--- src/rtl/wb_pipeline_slice_if.sv ---
// wb_pipeline_slice_if: Wishbone B4 pipelined bus bundle with master/slave views
interface wb_pipeline_slice_if #(
    parameter int AW = 32,
    parameter int DW = 32
);
    logic              cyc;
    logic              stb;
    logic              we;
    logic [AW-1:0]     adr;
    logic [DW/8-1:0]   sel;
    logic [DW-1:0]     dat_w;
    logic [DW-1:0]     dat_r;
    logic              stall;
    logic              ack;
    logic              err;
    modport master (output cyc, stb, we, adr, sel, dat_w, input stall, ack, err, dat_r);
    modport slave  (input cyc, stb, we, adr, sel, dat_w, output stall, ack, err, dat_r);
endinterface

--- src/rtl/wb_pipeline_slice.sv ---
// wb_pipeline_slice: registered Wishbone B4 pipelined slice (2-entry skid request path, registered response path)
module wb_pipeline_slice #(
    parameter int AW              = 32,
    parameter int DW              = 32,
    parameter int MAX_OUTSTANDING = 4
) (
    input  logic                  clk,
    input  logic                  rst,
    wb_pipeline_slice_if.slave    s,
    wb_pipeline_slice_if.master   m
);
    localparam int SELW = DW / 8;
    localparam int CW   = $clog2(MAX_OUTSTANDING + 1);
    localparam int PW   = 1 + AW + SELW + DW;

    logic [PW-1:0] in_pl, or_pl_q, or_pl_d, sk_pl_q, sk_pl_d;
    logic          or_v_q, or_v_d, sk_v_q, sk_v_d;
    logic          stall_q, stall_d, cyc_q;
    logic          ack_q, ack_d, err_q, err_d;
    logic [DW-1:0] dat_q, dat_d;
    logic [CW-1:0] cnt_q, cnt_d;
    logic          abort, up_acc, or_free, dec;

    assign in_pl   = {s.we, s.adr, s.sel, s.dat_w};
    assign abort   = !s.cyc;
    assign up_acc  = s.cyc & s.stb & !stall_q;
    assign or_free = !or_v_q | !m.stall;
    assign dec     = (ack_q | err_q) & (cnt_q != '0);

    // Next state: skid refills the output register first, stall looks one cycle ahead, abort clears everything
    always_comb begin
        or_v_d  = !abort & (or_free ? (sk_v_q | up_acc) : 1'b1);
        sk_v_d  = !abort & !or_free & (sk_v_q | up_acc);
        or_pl_d = or_free ? (sk_v_q ? sk_pl_q : in_pl) : or_pl_q;
        sk_pl_d = (!or_free && up_acc) ? in_pl : sk_pl_q;
        cnt_d   = abort ? '0 : cnt_q + CW'(up_acc) - CW'(dec);
        stall_d = sk_v_d | (cnt_d == CW'(MAX_OUTSTANDING));
        err_d   = m.err & cyc_q & s.cyc;
        ack_d   = m.ack & cyc_q & s.cyc & !m.err;
        dat_d   = m.ack ? m.dat_r : dat_q;
    end

    // State registers; upstream is stalled while in reset
    always_ff @(posedge clk) begin
        if (rst) begin
            or_v_q  <= 1'b0;
            sk_v_q  <= 1'b0;
            or_pl_q <= '0;
            sk_pl_q <= '0;
            cnt_q   <= '0;
            stall_q <= 1'b1;
            cyc_q   <= 1'b0;
            ack_q   <= 1'b0;
            err_q   <= 1'b0;
            dat_q   <= '0;
        end else begin
            or_v_q  <= or_v_d;
            sk_v_q  <= sk_v_d;
            or_pl_q <= or_pl_d;
            sk_pl_q <= sk_pl_d;
            cnt_q   <= cnt_d;
            stall_q <= stall_d;
            cyc_q   <= s.cyc;
            ack_q   <= ack_d;
            err_q   <= err_d;
            dat_q   <= dat_d;
        end
    end

    assign s.stall = stall_q;
    assign s.ack   = ack_q;
    assign s.err   = err_q;
    assign s.dat_r = dat_q;
    assign m.cyc   = cyc_q;
    assign m.stb   = or_v_q;
    assign {m.we, m.adr, m.sel, m.dat_w} = or_pl_q;
endmodule

--- src/flat_wrapper.sv ---
// flat-port wrapper written by rule: the top's interface ports become plain ports
module wb_pipeline_slice_flat 
#(
    parameter int AW              = 32,
    parameter int DW              = 32,
    parameter int MAX_OUTSTANDING = 4
)
  (clk, rst, s_cyc, s_stb, s_we, s_adr, s_sel, s_dat_w, s_stall, s_ack, s_err, s_dat_r, m_cyc, m_stb, m_we, m_adr, m_sel, m_dat_w, m_stall, m_ack, m_err, m_dat_r);
  wb_pipeline_slice_if #(.AW(AW), .DW(DW)) s_i ();
  wb_pipeline_slice_if #(.AW(AW), .DW(DW)) m_i ();
  input  logic clk;
  input  logic rst;
  input wire logic [$bits(s_i.cyc)-1:0] s_cyc;
  input wire logic [$bits(s_i.stb)-1:0] s_stb;
  input wire logic [$bits(s_i.we)-1:0] s_we;
  input wire logic [$bits(s_i.adr)-1:0] s_adr;
  input wire logic [$bits(s_i.sel)-1:0] s_sel;
  input wire logic [$bits(s_i.dat_w)-1:0] s_dat_w;
  output wire logic [$bits(s_i.stall)-1:0] s_stall;
  output wire logic [$bits(s_i.ack)-1:0] s_ack;
  output wire logic [$bits(s_i.err)-1:0] s_err;
  output wire logic [$bits(s_i.dat_r)-1:0] s_dat_r;
  output wire logic [$bits(m_i.cyc)-1:0] m_cyc;
  output wire logic [$bits(m_i.stb)-1:0] m_stb;
  output wire logic [$bits(m_i.we)-1:0] m_we;
  output wire logic [$bits(m_i.adr)-1:0] m_adr;
  output wire logic [$bits(m_i.sel)-1:0] m_sel;
  output wire logic [$bits(m_i.dat_w)-1:0] m_dat_w;
  input wire logic [$bits(m_i.stall)-1:0] m_stall;
  input wire logic [$bits(m_i.ack)-1:0] m_ack;
  input wire logic [$bits(m_i.err)-1:0] m_err;
  input wire logic [$bits(m_i.dat_r)-1:0] m_dat_r;
  assign s_i.cyc = s_cyc;
  assign s_i.stb = s_stb;
  assign s_i.we = s_we;
  assign s_i.adr = s_adr;
  assign s_i.sel = s_sel;
  assign s_i.dat_w = s_dat_w;
  assign s_stall = s_i.stall;
  assign s_ack = s_i.ack;
  assign s_err = s_i.err;
  assign s_dat_r = s_i.dat_r;
  assign m_cyc = m_i.cyc;
  assign m_stb = m_i.stb;
  assign m_we = m_i.we;
  assign m_adr = m_i.adr;
  assign m_sel = m_i.sel;
  assign m_dat_w = m_i.dat_w;
  assign m_i.stall = m_stall;
  assign m_i.ack = m_ack;
  assign m_i.err = m_err;
  assign m_i.dat_r = m_dat_r;
  wb_pipeline_slice #(.AW(AW), .DW(DW), .MAX_OUTSTANDING(MAX_OUTSTANDING)) u_core (.clk(clk), .rst(rst), .s(s_i), .m(m_i));
endmodule
--- config.mk ---
export PLATFORM = sky130hd
export DESIGN_NAME = wb_pipeline_slice_flat
export DESIGN_NICKNAME = d
export VERILOG_FILES = /design/src/rtl/wb_pipeline_slice_if.sv /design/src/rtl/wb_pipeline_slice.sv /design/src/flat_wrapper.sv
export SDC_FILE = /design/constraint.sdc
export NUM_CORES = 1
export LEC_CHECK = 0
export ABC_CLOCK_PERIOD_IN_PS = 2100
export CAP_MARGIN = 20
export CORE_UTILIZATION = 39
export DETAILED_ROUTE_END_ITERATION = 10
export GPL_TIMING_DRIVEN = 1
export PLACE_DENSITY = 0.71
export SYNTH_ARGS = -nofsm -noshare
export SYNTH_HDL_FRONTEND = slang
export SYNTH_SLANG_ARGS = --single-unit
--- constraint.sdc ---
create_clock -name clk -period 2.1 [get_ports clk]
set_input_delay 0.42 -clock clk [delete_from_list [all_inputs] [get_ports clk]]
set_output_delay 0.42 -clock clk [all_outputs]
set_load 0.02 [all_outputs]
# == After elaboration in Yosys (flattened, before gate mapping) ==
# Cells that the tools add are included.
# word_totals
out_inout_bits,106
register_bits,179
# op_classes
bitwise,15
n_reduce_logical,7
n_addsub,2
n_eq_ne,1
mux,3
# ops
cell,n
$mux 69,1
$and 1x1->1,11
$logic_not 1->1,5
$or 1x1->1,4
$add 3x1->3,1
$eq 3x3->1 const B,1
$mux 3,1
$reduce_bool 3->1,1
$sub 3x1->3,1
$logic_and 1x1->1,1
$mux 1,1

# == Depth between registers and ports, before layout ==
# Gate-level depths: netlist of run 1.
# depth
depth_word,7
mapped_depth,9

# == Least setup slack after synthesis of run 1 ==
# OpenSTA, ideal clock, no wires.
# synth_timing
path_type,flip-flop to flip-flop
from,register u_core.cnt_q[1]
to,register u_core.stall_q (netlist: u_core.s.stall)
setup_ns,0.122
t_arrival_ns,2.047
required_time_ns,1.978
path_slack_ns,-0.069
path_stages_with_launch,10
synth_period_minus_slack_ns,2.169
path_buffers,0
path_cell_list,dfxtp_1 > o32a_1 > ha_1 > inv_1 > ha_1 > inv_1 > fa_1 > xnor3_1 > nor2_1 > a221o_1
# synth_via
elab_chain_cells,6
elab_cells_between_ends,7
cone_classes,add/sub: 2; eq/ne: 1; mux: 1; bitwise: 2; reduce/logical: 1
# synth_rtl
element,line_no,text
"start, declared",wb_pipeline_slice.sv:21,"logic [CW-1:0] cnt_q, cnt_d;"
"start signal, assigned",wb_pipeline_slice.sv:61,cnt_q <= cnt_d;
branches (longest 2 deep; another with $add 3x1->3),--,
$sub 3x1->3 *,wb_pipeline_slice.sv:36,cnt_d = abort ? '0 : cnt_q + CW'(up_acc) - CW'(dec);
$mux 3 *,wb_pipeline_slice.sv:36,
$eq 3x3->1 *,wb_pipeline_slice.sv:37,stall_d = sk_v_d | (cnt_d == CW'(MAX_OUTSTANDING));
$or 1x1->1 *,wb_pipeline_slice.sv:37,
"end signal, assigned",wb_pipeline_slice.sv:62,stall_q <= stall_d;
"end, declared",wb_pipeline_slice.sv:18,"logic stall_q, stall_d, cyc_q;"
# Mark *: on every way between the ends.
# A chain may end at the register's enable or synchronous reset.

# == Worst setup path in the final report of run 1 ==
# layout_timing
from,register u_core.cnt_q[2]
to,register u_core.stall_q (netlist: u_core.s.stall)
# Same word-level chain as after synthesis.

==> impl_metrics.prom, run 1 <==
# TYPE chip_impl_metric gauge
chip_impl_info{name="status",value="finished with violations"} 1
chip_impl_info{name="failed_checks",value="setup timing"} 1
chip_impl_metric{name="post-cts-setup-buffer-count",unit=""} 0
chip_impl_metric{name="dieArea",unit="mm²"} 0.0188
chip_impl_info{name="hold_path_end",value="u_core.sk_pl_q[5]$_SDFFE_PP0P_"} 1
chip_impl_metric{name="crit_path_max_fanout",unit=""} 2
chip_impl_metric{name="grt_antenna_before_repair",unit=""} 0
chip_impl_metric{name="critical_path.n_buffers_inverters",unit=""} 2
chip_impl_metric{name="floorplan.io_pins",unit=""} 214
chip_impl_metric{name="power.share.combinational",unit=""} 0.115
chip_impl_metric{name="cts_made_buffers",unit=""} 17
chip_impl_info{name="worst_path_max_delay_cell",value="sky130_fd_sc_hd__o32a_1"} 1
chip_impl_metric{name="floorplan.initialDensity",unit=""} 0.397
chip_impl_info{name="synth_top_cells_by_area",value="sky130_fd_sc_hd__dfxtp_1 50%, sky130_fd_sc_hd__mux2i_1 14%, sky130_fd_sc_hd__a211oi_1 7.3%"} 1
chip_impl_metric{name="die_height",unit="µm"} 137
chip_impl_metric{name="number_of_flops_mapped_to_enable_cells_by_yosys",unit=""} 0
chip_impl_metric{name="post-layout-total-power",unit="µW"} 8040
chip_impl_metric{name="post_route_cells_drive_above_1_share",unit=""} 0.0704
chip_impl_metric{name="post_cts_hold_buffer_count",unit=""} 0
chip_impl_info{name="hold_path_class",value="in -> reg"} 1
chip_impl_metric{name="finalWeightedCongestion",unit=""} 0.705
chip_impl_metric{name="cts.sinks",unit=""} 179
chip_impl_metric{name="synth.avg_cell_area",unit="µm²"} 9.39
chip_impl_metric{name="numPortBuffers",unit=""} 213
chip_impl_metric{name="pin_count_of_the_biggest_net_entering_global_routing",unit=""} 70
chip_impl_metric{name="drt_pass1_iterations",unit=""} 4
chip_impl_metric{name="num_antenna_cells",unit=""} 0
chip_impl_metric{name="fin_crit_sh",unit=""} 1.04
chip_impl_metric{name="synth.net_count",unit=""} 870
chip_impl_metric{name="grt_pass1_wl",unit="µm"} 28400
chip_impl_metric{name="clkLatencyLatePin",unit="ns"} 0.42
chip_impl_info{name="clock_tree_root_buffer_cell",value="sky130_fd_sc_hd__clkbuf_16"} 1
chip_impl_metric{name="worstHoldPathCells",unit=""} 2
chip_impl_metric{name="synth-seq-cells",unit=""} 179
chip_impl_metric{name="gr-total-overflow",unit=""} 0
chip_impl_metric{name="setup_viol_count_final",unit=""} 1
chip_impl_metric{name="die_x",unit="µm"} 137
chip_impl_metric{name="synthDominantCellAreaShare",unit=""} 0.503
chip_impl_metric{name="detailed_place_hpwl",unit="µm"} 11700
chip_impl_metric{name="max-slew-margin-rel",unit=""} 0.659
chip_impl_metric{name="via_count_of_the_first_global_routing_pass",unit=""} 5673
chip_impl_metric{name="area_growth_syn_to_fin",unit="%"} 41.6
chip_impl_metric{name="synthesis.instances",unit=""} 759
chip_impl_metric{name="clockPowerShare",unit=""} 0.440
chip_impl_metric{name="route.detailed.drc",unit=""} 0
chip_impl_info{name="cp-end-kind",value="flip-flop"} 1
chip_impl_info{name="hold_path.startpoint",value="rst"} 1
chip_impl_metric{name="power_report.internal_total",unit="µW"} 6160
chip_impl_metric{name="power.switching_fraction",unit=""} 0.233
chip_impl_metric{name="final_antenna_net_count",unit=""} 0
chip_impl_metric{name="r2r_setup_slack",unit="ns"} -0.09
chip_impl_metric{name="yosys.cell_types.count",unit=""} 26
chip_impl_metric{name="max_clock_freq",unit="GHz"} 0.457
chip_impl_info{name="cell_chain_critical_path",value="o32a_1 > ha_1 > inv_1 > ha_1 > inv_1 > fa_2 > xnor3_1 > nor2_1 > a221o_1"} 1
chip_impl_metric{name="drt-total-wl",unit="µm"} 17900
chip_impl_metric{name="timing.hold.ws",unit="ns"} 0.347
chip_impl_metric{name="clk_transition_reported_paths",unit="ns"} 0.06
chip_impl_metric{name="ir_worst_vdd",unit="µV"} 517
chip_impl_metric{name="synthesis.area",unit="mm²"} 0.00713
chip_impl_info{name="setup.worst_path.start_class",value="flip-flop"} 1
chip_impl_metric{name="floorplan.rows",unit=""} 49
chip_impl_metric{name="drt_iter0_drc",unit=""} 310
chip_impl_metric{name="drv_slew",unit=""} 0
chip_impl_metric{name="final_hold_viol_count",unit=""} 0
chip_impl_metric{name="timing.critical_path.slowest_cell_delay",unit="ns"} 0.34
chip_impl_metric{name="num_vias",unit=""} 6036
chip_impl_info{name="cts_tree",value="done"} 1
chip_impl_metric{name="pwr_density_cell",unit="mW/mm²"} 796
chip_impl_metric{name="finalNetCount",unit=""} 1050
chip_impl_info{name="synth_top_area_cell",value="sky130_fd_sc_hd__dfxtp_1"} 1
chip_impl_metric{name="part_of_the_yosys_area_used_for_sequential_elements",unit=""} 0.503
chip_impl_metric{name="static_power_due_to_leakage",unit="µW"} 0.00369
chip_impl_info{name="timing.rr.start",value="u_core.cnt_q[2]$_SDFF_PP0_"} 1
chip_impl_metric{name="period_minus_slack",unit="ns"} 2.19
chip_impl_metric{name="cp.required",unit="ns"} 2.41
chip_impl_metric{name="worst_r2r_path_depth",unit=""} 9
chip_impl_metric{name="fin_skew",unit="ns"} 0.0140
chip_impl_info{name="r2r_end",value="u_core.s.stall$_SDFF_PP1_"} 1
chip_impl_metric{name="maxCapViolations",unit=""} 0
chip_impl_metric{name="core-area",unit="mm²"} 0.0180
chip_impl_metric{name="ctsLongestPathBuffers",unit=""} 2
chip_impl_metric{name="final_util",unit=""} 0.562
chip_impl_info{name="rsz_0062_raised_after_global_routing",value="true"} 1
chip_impl_metric{name="power_frac_seq",unit=""} 0.445
chip_impl_metric{name="switchingPower",unit="µW"} 1880
chip_impl_metric{name="h-tree-depth",unit=""} 4
chip_impl_metric{name="grtUsageTotal",unit=""} 0.191
chip_impl_metric{name="route.detailed.vias_per_inst",unit=""} 5.11
chip_impl_info{name="dominantRegCellSynth",value="sky130_fd_sc_hd__dfxtp_1"} 1
chip_impl_metric{name="synthArstFlopShare",unit=""} 0
chip_impl_metric{name="post-route-worst-setup-slack",unit="ns"} -0.0862
chip_impl_info{name="crit_type",value="reg -> reg"} 1
chip_impl_metric{name="yosys_warnings",unit=""} 0
chip_impl_metric{name="arr_time_crit_path",unit="ns"} 2.49
chip_impl_metric{name="detail_route.wl_per_cell",unit="µm"} 15.2
chip_impl_metric{name="tightest_pin_transition",unit="ns"} 0.511
chip_impl_info{name="path_delay_family",value="adder cells"} 1
==> registers in the layout, summed over array words and instances, names as in the netlist <==
signal          flops
u_core.sk_pl_q     69
u_core.m.stb        1
u_core.s.stall      1
u_core.m.cyc        1
u_core.s.err        1
u_core.cnt_q        3
u_core.or_pl_q     69
u_core.s.ack        1
u_core.s.dat_r     32
u_core.sk_v_q       1
==> cells in the mapped netlist (2+ instances only) <==
cell	count
sky130_fd_sc_hd__dfxtp_1	179
sky130_fd_sc_hd__nor2_1	103
sky130_fd_sc_hd__mux2i_1	101
sky130_fd_sc_hd__a21oi_1	70
sky130_fd_sc_hd__a211oi_1	69
sky130_fd_sc_hd__nand3_1	69
sky130_fd_sc_hd__o21ai_1	69
sky130_fd_sc_hd__buf_2	32
sky130_fd_sc_hd__clkbuf_1	32
sky130_fd_sc_hd__buf_6	8
sky130_fd_sc_hd__buf_4	4
sky130_fd_sc_hd__inv_1	4
sky130_fd_sc_hd__and2_1	3
sky130_fd_sc_hd__inv_2	3
sky130_fd_sc_hd__ha_1	2
==> timing repair <==
item,in CTS,in global routing
hold endpoints to repair,0,0
endpoints found under the setup margin,1,1
resized for setup,1,1
==> per-stage QoR <==
| step | cell area, µm² | setup WS, ns | setup TNS [ns] | instances |
|---|---|---|---|---|
| 2_1_floorplan | 7130 | -0.00496 | -0.00496 | 759 |
| 6_report | 10100 | -0.0862 | -0.0862 | 1181 |
| 5_1_grt | 10100 | -0.173 | -0.173 | 1181 |
| 3_3_place_gp | 9440 | -0.163 | -2.05 | 1149 |
| 3_5_place_dp | 9440 | -0.223 | -3.23 | 1149 |
| 4_1_cts | 10100 | -0.107 | -0.107 | 1181 |
==> kinds of logic after synthesis <==
| logic type | after synthesis | share of synthesized area |
|---|---|---|
| compound gates | 212 | 0.175 |
| buf+inv | 83 | 0.0598 |
| fa+ha+maj | 3 | 0.00632 |
| flops | 179 | 0.503 |
| xor+xnor | 1 | 0.00316 |
| mux | 101 | 0.142 |
| simple gates | 180 | 0.112 |
==> area by class of cell <==
cell class,count,area [µm²]
flip-flops and latches,179,3590
multi-input cells,497,3130
repair buffers,237,2400
well taps,229,287
inverters,7,26.3
fillers,1588,7860
clock inverters,14,223
clock buffers,18,439
==> power groups by stage <==
stage               Sequential, µW  Combinational [µW]  Clock [µW]
floorplan                     3790                 251           0
detailed placement            3660                 924           0
global placement              3650                 922           0
CTS                           3580                 929        3630
finish                        3580                 921        3540
global route                  3590                 985        3760
==> layout by cell type, fill, tap and decap left out <==
| master | instances |
|---|---|
| sky130_fd_sc_hd__a211oi_1 | 69 |
| sky130_fd_sc_hd__a21oi_1 | 70 |
| sky130_fd_sc_hd__a221o_1 | 1 |
| sky130_fd_sc_hd__a31oi_1 | 1 |
| sky130_fd_sc_hd__and2_1 | 2 |
| sky130_fd_sc_hd__and2_2 | 1 |
| sky130_fd_sc_hd__and3_1 | 1 |
| sky130_fd_sc_hd__and4b_1 | 1 |
| sky130_fd_sc_hd__buf_12 | 8 |
| sky130_fd_sc_hd__buf_2 | 1 |
| sky130_fd_sc_hd__buf_4 | 17 |
| sky130_fd_sc_hd__bufinv_16 | 5 |
| sky130_fd_sc_hd__clkbuf_16 | 17 |
| sky130_fd_sc_hd__clkbuf_8 | 1 |
| sky130_fd_sc_hd__clkdlybuf4s50_1 | 211 |
| sky130_fd_sc_hd__clkinv_2 | 2 |
| sky130_fd_sc_hd__clkinv_4 | 1 |
| sky130_fd_sc_hd__clkinvlp_4 | 1 |
| sky130_fd_sc_hd__dfxtp_1 | 177 |
| sky130_fd_sc_hd__dfxtp_2 | 1 |
| sky130_fd_sc_hd__dfxtp_4 | 1 |
| sky130_fd_sc_hd__fa_2 | 1 |
| sky130_fd_sc_hd__ha_1 | 2 |
| sky130_fd_sc_hd__inv_1 | 4 |
| sky130_fd_sc_hd__inv_2 | 3 |
| sky130_fd_sc_hd__inv_6 | 4 |
| sky130_fd_sc_hd__inv_8 | 1 |
| sky130_fd_sc_hd__mux2i_1 | 101 |
| sky130_fd_sc_hd__nand2_4 | 1 |
| sky130_fd_sc_hd__nand2b_1 | 1 |
| sky130_fd_sc_hd__nand3_1 | 69 |
| sky130_fd_sc_hd__nand3b_4 | 1 |
| sky130_fd_sc_hd__nor2_1 | 103 |
| sky130_fd_sc_hd__o21ai_1 | 70 |
| sky130_fd_sc_hd__o32a_1 | 1 |
| sky130_fd_sc_hd__xnor3_1 | 1 |
==> worst max path at each step <==
stage                          startpoint                        end  slack (ns)  cells past startpoint
5_1_grt        u_core.cnt_q[2]$_SDFF_PP0_  u_core.s.stall$_SDFF_PP1_       -0.17                      9
2_1_floorplan  u_core.cnt_q[2]$_SDFF_PP0_  u_core.s.stall$_SDFF_PP1_      -0.005                      9
4_1_cts        u_core.cnt_q[2]$_SDFF_PP0_  u_core.s.stall$_SDFF_PP1_       -0.11                      9
3_5_place_dp                        s_cyc  u_core.s.stall$_SDFF_PP1_       -0.22                      9
3_3_place_gp                        s_cyc  u_core.s.stall$_SDFF_PP1_       -0.16                      9
6_report       u_core.cnt_q[2]$_SDFF_PP0_  u_core.s.stall$_SDFF_PP1_       -0.09                      9
==> layer usage <==
layer,GRT usage,vias up,wire (µm)
met1,0.241,2752,8010
met5,0,-,0
li1,-,3083,-
met2,0.307,182,8390
met3,0.0629,19,1250
met4,0.0629,0,242
Note: power is estimated with default switching activity, not from simulation.
==> run 2, diff against run 1 <==
--- a/config.mk
+++ b/config.mk
@@ -7,10 +7,11 @@
 export LEC_CHECK = 0
 export ABC_CLOCK_PERIOD_IN_PS = 2100
 export CAP_MARGIN = 20
+export CORE_MARGIN = 1
 export CORE_UTILIZATION = 39
 export DETAILED_ROUTE_END_ITERATION = 10
 export GPL_TIMING_DRIVEN = 1
-export PLACE_DENSITY = 0.71
+export PLACE_DENSITY = 0.68
 export SYNTH_ARGS = -nofsm -noshare
 export SYNTH_HDL_FRONTEND = slang
 export SYNTH_SLANG_ARGS = --single-unit
==> run 2 against run 1 <==
- the run still ends with setup timing left
- maximum frequency decreased by 0.15%
- clock skew down 0.0081 ns
- final cell count fell by 0.42%
==> impl_metrics.prom, run 2 (synthesized netlist as in run 1, its figures left out) <==
# TYPE chip_impl_metric gauge
chip_impl_info{name="status",value="finished with violations"} 1
chip_impl_info{name="failed_checks",value="setup timing"} 1
chip_impl_metric{name="clk_transition_reported_paths",unit="ns"} 0.07
chip_impl_info{name="crit_type",value="reg -> reg"} 1
chip_impl_metric{name="final_antenna_net_count",unit=""} 0
chip_impl_metric{name="drt-total-wl",unit="µm"} 18100
chip_impl_metric{name="setup_viol_count_final",unit=""} 1
chip_impl_metric{name="die_x",unit="µm"} 137
chip_impl_metric{name="tightest_pin_transition",unit="ns"} 0.796
chip_impl_metric{name="power_report.internal_total",unit="µW"} 5660
chip_impl_metric{name="finalWeightedCongestion",unit=""} 0.689
chip_impl_metric{name="pwr_density_cell",unit="mW/mm²"} 760
chip_impl_metric{name="period_minus_slack",unit="ns"} 2.19
chip_impl_metric{name="ctsLongestPathBuffers",unit=""} 2
chip_impl_metric{name="route.detailed.vias_per_inst",unit=""} 5.15
chip_impl_info{name="cts_tree",value="done"} 1
chip_impl_metric{name="num_antenna_cells",unit=""} 0
chip_impl_info{name="path_common_cell",value="sky130_fd_sc_hd__inv_2"} 1
chip_impl_metric{name="power.switching_fraction",unit=""} 0.257
chip_impl_metric{name="gr-total-overflow",unit=""} 0
chip_impl_info{name="critPathLaunch",value="u_core.cnt_q[1]$_SDFF_PP0_"} 1
chip_impl_info{name="cell_chain_critical_path",value="o32a_1 > ha_1 > inv_2 > ha_4 > inv_2 > fa_2 > xnor3_1 > nor2_2 > a221o_1"} 1
chip_impl_metric{name="via_count_of_the_first_global_routing_pass",unit=""} 5439
chip_impl_metric{name="static_power_due_to_leakage",unit="µW"} 0.00363
chip_impl_metric{name="maxCapViolations",unit=""} 0
chip_impl_metric{name="dieArea",unit="mm²"} 0.0188
chip_impl_info{name="cp-end-kind",value="flip-flop"} 1
chip_impl_metric{name="max-slew-margin-rel",unit=""} 0.469
chip_impl_metric{name="fill_cells",unit=""} 1632
chip_impl_metric{name="num_vias",unit=""} 6053
chip_impl_info{name="setup.worst_path.start_class",value="flip-flop"} 1
chip_impl_metric{name="drt_iter0_drc",unit=""} 373
chip_impl_metric{name="drv_slew",unit=""} 0
chip_impl_metric{name="core-area",unit="mm²"} 0.0180
chip_impl_metric{name="max_clock_freq",unit="GHz"} 0.457
chip_impl_info{name="timing.rr.start",value="u_core.cnt_q[1]$_SDFF_PP0_"} 1
chip_impl_metric{name="die_height",unit="µm"} 137
chip_impl_metric{name="clkLatencyLatePin",unit="ns"} 0.43
chip_impl_metric{name="fin_skew",unit="ns"} 0.00593
chip_impl_metric{name="grt_pass1_wl",unit="µm"} 28000
chip_impl_metric{name="power_frac_seq",unit=""} 0.469
chip_impl_info{name="r2r_end",value="u_core.s.stall$_SDFF_PP1_"} 1
chip_impl_metric{name="placedInstanceArea",unit="mm²"} 0.00943
chip_impl_metric{name="final_area",unit="mm²"} 0.0100
chip_impl_metric{name="area_growth_syn_to_fin",unit="%"} 40.6
chip_impl_metric{name="post_cts_hold_buffer_count",unit=""} 0
chip_impl_info{name="cp-endpoint",value="u_core.s.stall$_SDFF_PP1_"} 1
chip_impl_metric{name="pin_count_of_the_biggest_net_entering_global_routing",unit=""} 96
chip_impl_metric{name="cp.required",unit="ns"} 2.42
chip_impl_metric{name="cts_made_buffers",unit=""} 17
chip_impl_info{name="final_common_cell",value="sky130_fd_sc_hd__clkdlybuf4s50_1"} 1
chip_impl_metric{name="switchingPower",unit="µW"} 1960
chip_impl_metric{name="h-tree-depth",unit=""} 4
chip_impl_metric{name="grtUsageTotal",unit=""} 0.191
chip_impl_metric{name="r2r_setup_slack",unit="ns"} -0.09
chip_impl_metric{name="cts.sinks",unit=""} 179
chip_impl_info{name="layout.cells.most_common_list",value="211 x sky130_fd_sc_hd__clkdlybuf4s50_1, 176 x sky130_fd_sc_hd__dfxtp_1, 102 x sky130_fd_sc_hd__nor2_1"} 1
chip_impl_metric{name="floorplan.io_pins",unit=""} 214
chip_impl_metric{name="post-route-worst-setup-slack",unit="ns"} -0.0894
chip_impl_metric{name="drt_pass1_iterations",unit=""} 4
chip_impl_metric{name="arr_time_crit_path",unit="ns"} 2.51
chip_impl_metric{name="crit_path_max_fanout",unit=""} 2
chip_impl_metric{name="clockPowerShare",unit=""} 0.410
chip_impl_metric{name="grt_antenna_before_repair",unit=""} 0
chip_impl_metric{name="floorplan.initialDensity",unit=""} 0.397
chip_impl_metric{name="detailed_place_hpwl",unit="µm"} 11300
chip_impl_metric{name="worst_r2r_path_depth",unit=""} 9
chip_impl_metric{name="ir_worst_vdd",unit="µV"} 602
chip_impl_info{name="worst_path_max_delay_cell",value="sky130_fd_sc_hd__o32a_1"} 1
chip_impl_info{name="clock_tree_root_buffer_cell",value="sky130_fd_sc_hd__clkbuf_16"} 1
chip_impl_info{name="hold_path_class",value="in -> reg"} 1
chip_impl_info{name="rsz_0062_raised_after_global_routing",value="true"} 1
chip_impl_metric{name="timing.critical_path.slowest_cell_delay",unit="ns"} 0.34
chip_impl_metric{name="finalNetCount",unit=""} 1045
chip_impl_metric{name="power.share.combinational",unit=""} 0.121
chip_impl_metric{name="place_ws",unit="ns"} -0.193
chip_impl_metric{name="route.detailed.drc",unit=""} 0
chip_impl_metric{name="final_hold_viol_count",unit=""} 0
chip_impl_metric{name="numPortBuffers",unit=""} 213
chip_impl_metric{name="detail_route.wl_per_cell",unit="µm"} 15.4
chip_impl_metric{name="floorplan.rows",unit=""} 49
chip_impl_metric{name="post_route_cells_drive_above_1_share",unit=""} 0.0707
chip_impl_metric{name="fin_crit_sh",unit=""} 1.04
==> run 2: cell types whose count changed in the layout (fill, tap and decap cells not counted), sizes merged <==
cell,previous run,this run
clkbuf,18,17
bufinv,5,1
clkinv,3,4
buf,26,21
inv,12,13
clkinvlp,1,4
==> run 2: final cells by class <==
type / count / area, µm² / area share
tap: 229 / 287 / 0.0286
multi-input combinational: 497 / 3150 / 0.314
clock buffer: 17 / 425 / 0.0424
clock inverter: 15 / 149 / 0.0148
sequential: 179 / 3590 / 0.358
inverter: 7 / 26.3 / 0.00262
timing repair buffer: 232 / 2400 / 0.240
==> run 2: how the worst min path moves through the flow <==
stage                                            to                       startpoint  slack [ns]  depth (start not counted)
detailed placement  u_core.sk_pl_q[57]$_SDFFE_PP0P_  u_core.sk_pl_q[57]$_SDFFE_PP0P_        0.47                          2
global route        u_core.s.dat_r[29]$_SDFFE_PP0P_                              rst        0.36                          2
CTS                  u_core.s.dat_r[2]$_SDFFE_PP0P_                              rst        0.34                          2
global placement     u_core.sk_pl_q[8]$_SDFFE_PP0P_   u_core.sk_pl_q[8]$_SDFFE_PP0P_        0.46                          2
finish              u_core.s.dat_r[30]$_SDFFE_PP0P_                              rst        0.36                          2
floorplan            u_core.sk_pl_q[0]$_SDFFE_PP0P_   u_core.sk_pl_q[0]$_SDFFE_PP0P_        0.46                          2
==> run 2: metal layers <==
layer  global-route usage  wire [µm]  part of all wire
met1                0.249       8320              0.46
met2                0.291       8030              0.44
met3               0.0648       1380             0.077
met4               0.0745        335             0.019
met5                    0          0                 0
==> run 2: per-stage QoR <==
stage	instances	utilization	setup TNS (ns)	hold slack, ns	total power (µW)
after floorplan	759	-	-0.00496	0.458	4040
after global placement	1143	0.525	-3.97	0.464	4570
after detailed placement	1143	0.525	-5.01	0.470	4580
after CTS	1176	0.557	-0.0904	0.345	7710
after global routing	1176	0.558	-0.150	0.363	7920
final	1176	0.558	-0.0894	0.362	7620
==> run 2: repair_timing <==
| action | in CTS | in global routing |
|---|---|---|
| gates resized for setup | 2 | 6 |
| setup buffers | 1 | 0 |
| gates cloned | 0 | 0 |
| endpoints found under the setup margin | 1 | 1 |
| pin swaps | 0 | 5 |
==> run 2: worst max-delay path, delay by kind of cell (launching register included) <==
family	cells	cell delay, ns
compound gates	2	0.62
xor+xnor	1	0.22
flops	1	0.32
simple gates	1	0.04
buf+inv	2	0.10
fa+ha+maj	3	0.77
==> run 2: power by group through the flow <==
stage	Sequential [µW]	Clock, µW	Combinational [µW]
after global placement	3650	0	920
final	3580	3130	919
after global routing	3590	3340	986
after floorplan	3790	0	251
after CTS	3580	3200	927
after detailed placement	3650	0	923
==> run 3, diff against run 2 <==
--- a/config.mk
+++ b/config.mk
@@ -11,7 +11,7 @@
 export CORE_UTILIZATION = 39
 export DETAILED_ROUTE_END_ITERATION = 10
 export GPL_TIMING_DRIVEN = 1
-export PLACE_DENSITY = 0.68
+export PLACE_DENSITY_LB_ADDON = 0.1
 export SYNTH_ARGS = -nofsm -noshare
 export SYNTH_HDL_FRONTEND = slang
 export SYNTH_SLANG_ARGS = --single-unit
==> run 3 against run 2 <==
- the flow still finishes with violations (setup timing)
- flip-flop and latch count unchanged
- setup slack worse by 0.065 ns
- critical path depth unchanged
- combinational power down 0.8%
- routed wire length up 1.2%
- clock skew up 0.0048 ns
- critical path type unchanged
- largest cell class unchanged
- largest power group unchanged
==> impl_metrics.prom, run 3 (synthesized netlist as in run 1, its figures left out) <==
# TYPE chip_impl_metric gauge
chip_impl_info{name="status",value="finished with violations"} 1
chip_impl_info{name="failed_checks",value="setup timing"} 1
chip_impl_metric{name="clkLatencyLatePin",unit="ns"} 0.42
chip_impl_metric{name="drt-total-wl",unit="µm"} 18300
chip_impl_metric{name="place_ws",unit="ns"} -0.241
chip_impl_metric{name="ctsLongestPathBuffers",unit=""} 2
chip_impl_metric{name="clk_transition_reported_paths",unit="ns"} 0.07
chip_impl_info{name="clock_tree_root_buffer_cell",value="sky130_fd_sc_hd__clkbuf_16"} 1
chip_impl_metric{name="post_route_cells_drive_above_1_share",unit=""} 0.0646
chip_impl_metric{name="tightest_pin_transition",unit="ns"} 0.793
chip_impl_metric{name="h-tree-depth",unit=""} 4
chip_impl_info{name="cts_tree",value="done"} 1
chip_impl_metric{name="wl_met2",unit="µm"} 8510
chip_impl_metric{name="die_height",unit="µm"} 137
chip_impl_metric{name="fill_cells",unit=""} 1575
chip_impl_metric{name="post-layout-total-power",unit="µW"} 7760
chip_impl_metric{name="grt_pass1_wl",unit="µm"} 28800
chip_impl_metric{name="num_antenna_cells",unit=""} 0
chip_impl_metric{name="core-area",unit="mm²"} 0.0180
chip_impl_metric{name="floorplan.initialDensity",unit=""} 0.397
chip_impl_metric{name="period_minus_slack",unit="ns"} 2.25
chip_impl_metric{name="drt_iter0_drc",unit=""} 295
chip_impl_metric{name="pin_count_of_the_biggest_net_entering_global_routing",unit=""} 90
chip_impl_info{name="crit_type",value="reg -> reg"} 1
chip_impl_metric{name="arr_time_crit_path",unit="ns"} 2.56
chip_impl_info{name="route.top_layer_used",value="met4"} 1
chip_impl_metric{name="met3_length",unit="µm"} 1380
chip_impl_metric{name="fin_skew",unit="ns"} 0.0107
chip_impl_info{name="rsz_0062_raised_after_global_routing",value="true"} 1
chip_impl_metric{name="final_hold_viol_count",unit=""} 0
chip_impl_metric{name="detailed_place_hpwl",unit="µm"} 11900
chip_impl_metric{name="numPortBuffers",unit=""} 213
chip_impl_metric{name="area_growth_syn_to_fin",unit="%"} 40.2
chip_impl_metric{name="detail_route.wl_per_cell",unit="µm"} 15.6
chip_impl_metric{name="grtUsageTotal",unit=""} 0.196
chip_impl_metric{name="dieArea",unit="mm²"} 0.0188
chip_impl_metric{name="drv_slew",unit=""} 0
chip_impl_info{name="hold_path_class",value="in -> reg"} 1
chip_impl_metric{name="post_cts_hold_buffer_count",unit=""} 0
chip_impl_metric{name="via_count_of_the_first_global_routing_pass",unit=""} 5927
chip_impl_info{name="setup.worst_path.start_class",value="flip-flop"} 1
chip_impl_metric{name="placedInstanceArea",unit="mm²"} 0.00939
chip_impl_metric{name="gr-total-overflow",unit=""} 0
chip_impl_metric{name="crit_path_max_fanout",unit=""} 2
chip_impl_metric{name="max-slew-margin-rel",unit=""} 0.472
chip_impl_metric{name="route.detailed.vias_per_inst",unit=""} 5.19
chip_impl_info{name="final_common_cell",value="sky130_fd_sc_hd__clkdlybuf4s50_1"} 1
chip_impl_info{name="cp-end-kind",value="flip-flop"} 1
chip_impl_metric{name="final_area",unit="mm²"} 0.0100
chip_impl_metric{name="finalWeightedCongestion",unit=""} 0.786
chip_impl_metric{name="die_x",unit="µm"} 137
chip_impl_metric{name="maxCapViolations",unit=""} 0
chip_impl_metric{name="setup_viol_count_final",unit=""} 1
chip_impl_metric{name="max_clock_freq",unit="GHz"} 0.444
chip_impl_metric{name="route.detailed.drc",unit=""} 0
chip_impl_metric{name="num_vias",unit=""} 6094
chip_impl_metric{name="floorplan.io_pins",unit=""} 214
chip_impl_metric{name="cts.sinks",unit=""} 179
chip_impl_info{name="layout.cells.most_common_list",value="211 x sky130_fd_sc_hd__clkdlybuf4s50_1, 177 x sky130_fd_sc_hd__dfxtp_1, 103 x sky130_fd_sc_hd__nor2_1"} 1
chip_impl_metric{name="static_power_due_to_leakage",unit="µW"} 0.00363
chip_impl_metric{name="fin_crit_sh",unit=""} 1.07
chip_impl_metric{name="post-route-worst-setup-slack",unit="ns"} -0.155
chip_impl_metric{name="cp.required",unit="ns"} 2.41
chip_impl_metric{name="final_antenna_net_count",unit=""} 0
chip_impl_metric{name="floorplan.rows",unit=""} 49
chip_impl_metric{name="drt_pass1_iterations",unit=""} 5
chip_impl_metric{name="cts_made_buffers",unit=""} 17
chip_impl_metric{name="ir_worst_vdd",unit="µV"} 594
chip_impl_metric{name="pwr_density_cell",unit="mW/mm²"} 776
chip_impl_metric{name="wl_met1",unit="µm"} 7970
chip_impl_metric{name="finalNetCount",unit=""} 1044
chip_impl_metric{name="grt_antenna_before_repair",unit=""} 0
==> run 3: cell types whose count changed in the layout (fill, tap and decap cells not counted), sizes merged <==
| cell | before | now |
|---|---|---|
| clkbuf | 17 | 20 |
| inv | 13 | 10 |
| bufinv | 1 | 3 |
| clkinvlp | 4 | 2 |
| buf | 21 | 20 |
| clkinv | 4 | 3 |
==> run 3: power breakdown <==
group          internal, µW  total, µW  switching (µW)  leakage (µW)
combinational           476        912             436       0.00187
clock                  1940       3270            1330      0.000293
sequential             3510       3580            66.7       0.00147
total                  5930       7760            1830       0.00363
==> run 3: metrics by stage <==
stage / util / hold WS (ns) / TNS, ns / instances
floorplan: - / 0.458 / -0.00496 / 759
global placement: 0.523 / 0.465 / -0.186 / 1143
detailed placement: 0.523 / 0.470 / -4.09 / 1143
CTS: 0.557 / 0.368 / -0.130 / 1174
global route: 0.557 / 0.377 / -0.210 / 1174
finish: 0.557 / 0.385 / -0.155 / 1174
==> run 3: path summary, 6_finish.rpt <==
check | from | to | slack, ns | cells past startpoint
setup / recovery | u_core.cnt_q[2]$_SDFF_PP0_ | u_core.s.stall$_SDFF_PP1_ | -0.15 | 9
hold / removal | rst | u_core.s.dat_r[4]$_SDFFE_PP0P_ | 0.38 | 2
setup reg to reg | u_core.cnt_q[2]$_SDFF_PP0_ | u_core.s.stall$_SDFF_PP1_ | -0.15 | 9
hold reg to reg | u_core.sk_pl_q[5]$_SDFFE_PP0P_ | u_core.sk_pl_q[5]$_SDFFE_PP0P_ | 0.48 | 2
==> run 3: critical path, cell delays in order, from the launching register on <==
cell,delay [ns]
sky130_fd_sc_hd__dfxtp_1,0.33
sky130_fd_sc_hd__o32a_1,0.35
sky130_fd_sc_hd__ha_1,0.27
sky130_fd_sc_hd__inv_1,0.04
sky130_fd_sc_hd__ha_1,0.19
sky130_fd_sc_hd__inv_2,0.06
sky130_fd_sc_hd__fa_2,0.46
sky130_fd_sc_hd__inv_2,0.06
sky130_fd_sc_hd__o21ai_0,0.06
sky130_fd_sc_hd__a221o_1,0.32
==> run 3: layer usage <==
metal	up-vias	track usage
met4	0	0.0824
met5	-	0
met3	29	0.0710
met2	185	0.319
met1	2830	0.232
li1	3050	-
==> run 3: timing repair <==
action	CTS	global route
cloned	0	0
pin swaps	1	3
resized for setup	0	3
endpoints found under the setup margin	1	1
setup buffers	0	0
==> run 3: final cells by class <==
type	instances	area (µm²)	share of cell area
Multi-Input combinational cell	497	3130	0.313
Timing Repair Buffer	231	2360	0.236
Tap cell	229	287	0.0287
Sequential cell	179	3590	0.359
Inverter	7	26.3	0.00263
Clock inverter	11	150	0.0150
Clock buffer	20	457	0.0457
==> patch (config.mk and constraints of run 2) <==
`DW` is set to 32 in 3 places; all go to 16.
--- a/src/rtl/wb_pipeline_slice_if.sv
+++ b/src/rtl/wb_pipeline_slice_if.sv
@@ -2,5 +2,5 @@
 interface wb_pipeline_slice_if #(
     parameter int AW = 32,
-    parameter int DW = 32
+    parameter int DW = 16
 );
     logic              cyc;
--- a/src/rtl/wb_pipeline_slice.sv
+++ b/src/rtl/wb_pipeline_slice.sv
@@ -2,5 +2,5 @@
 module wb_pipeline_slice #(
     parameter int AW              = 32,
-    parameter int DW              = 32,
+    parameter int DW              = 16,
     parameter int MAX_OUTSTANDING = 4
 ) (
--- a/src/flat_wrapper.sv
+++ b/src/flat_wrapper.sv
@@ -3,5 +3,5 @@
 #(
     parameter int AW              = 32,
-    parameter int DW              = 32,
+    parameter int DW              = 16,
     parameter int MAX_OUTSTANDING = 4
 )
Interface: changed (6 resized); port bits go from 214 to 146. The function was not compared with the original's and may differ.
==> patch against run 2 <==
- the flow still finishes with violations (setup timing)
- sequential cell count down 52
- power down 23%
- die area decreased by 28%
- wire length is 30% lower
- critical path depth did not move
- cell area decreased by 28%
- area after synthesis is 28% lower
- worst setup slack worse by 0.00071 ns
- largest power group is now the clock network
==> patch: results (changes against run 2) <==
postSynthAreaPerCell_um2: 9.37  # -0.25%
routed_wire_length_per_instance_um: 14.9  # -3.3%
p_sw_share_pct: 22.7  # -3.0 points
finalSetupViolations: 1  # unchanged
critical_path_arrival_ns: 2.48  # -0.03 ns
largest_net_degree_at_the_start_of_global_routing: 77  # -20%
hpwlAfterDp_um: 8100  # -28%
drtIter0Drc: 267  # -28%
finalClockSkew_ns: 0.00415  # -0.00178 ns
violated_checks: "setup timing"
m1WireLength_um: 5650  # -32%
worst_setup_hold_path_clk_slew_ns: 0.05  # -0.02 ns
globalRouteMet3Util_pct: 5.60  # -0.87 points
post_synth_num_cell_types: 28  # +7.7%
worst_slack_ns: -0.0901  # -0.000715 ns
synth_seq_area_share_pct: 49.8  # -0.47 points
finalSetupTns_ns: -0.0901  # -0.000715 ns
grt_first_pass_wirelength_um: 20200  # -28%
worstSkewPairLatency_ns: 0.41  # -0.02 ns
yosys-top-cells-area: "sky130_fd_sc_hd__dfxtp_1 (50%), sky130_fd_sc_hd__mux2i_1 (13%), sky130_fd_sc_hd__a211oi_1 (7.5%), sky130_fd_sc_hd__a21oi_1 (5.1%), sky130_fd_sc_hd__nor2_1 (5.1%)"
leakagePower_nw: 2.62  # -28%
outcome: "finished with violations"
vdd_drop_max_mv: 0.472  # -22%
grt_util_all_layers_pct: 19.4  # +0.30 points
final_cells: 854  # -27%
placed_cells: 822  # -28%
drt-vias-per-instance: 5.14  # -0.11%
-- patch: changes by cell type after synthesis, moves of 17 or more --
cell / before / now
sky130_fd_sc_hd__o21ai_1: 69 / 5
sky130_fd_sc_hd__dfxtp_1: 179 / 127
sky130_fd_sc_hd__o21ai_0: 1 / 47
sky130_fd_sc_hd__mux2i_1: 101 / 67
sky130_fd_sc_hd__nor2_1: 103 / 69
sky130_fd_sc_hd__a211oi_1: 69 / 51
sky130_fd_sc_hd__a21oi_1: 70 / 52
sky130_fd_sc_hd__nand3_1: 69 / 51
sky130_fd_sc_hd__buf_2: 32 / 15
-- patch: stage by stage --
stage / util (%) / setup slack [ns] / hold slack, ns
final: 56.8 / -0.0901 / 0.445
after global routing: 56.8 / -0.155 / 0.449
after global placement: 52.5 / -0.153 / 0.459
after CTS: 56.8 / -0.107 / 0.432
after detailed placement: 52.5 / -0.228 / 0.466
after floorplan: - / -0.00504 / 0.454
-- patch: cell type report --
class                           instances  area [µm²]
Sequential cell                       127        2550
Multi-Input combinational cell        357        2260
Clock inverter                          7        60.1
Inverter                                7        27.5
Tap cell                              172         215
Clock buffer                           25         485
Fill cell                            1135        5470
Timing Repair Buffer                  159        1600
-- patch: cells by family after synthesis --
| family | Yosys count | synth area share (%) |
|---|---|---|
| muxes | 67 | 13.1 |
| adders and majority gates | 3 | 0.882 |
| xor gates and xnor gates | 1 | 0.441 |
| buffers and inverters | 61 | 6.22 |
| DFF | 127 | 49.8 |
| and+or+nand+nor | 128 | 11.3 |
| AOI/OAI and AO/OA | 158 | 18.2 |
-- patch: what timing repair did --
item                                    in CTS  in global routing
gates resized for setup                      2                  4
endpoints found under the setup margin       1                  1
buffers inserted                             0                  0
gates cloned                                 0                  0
pin swaps                                    0                  1
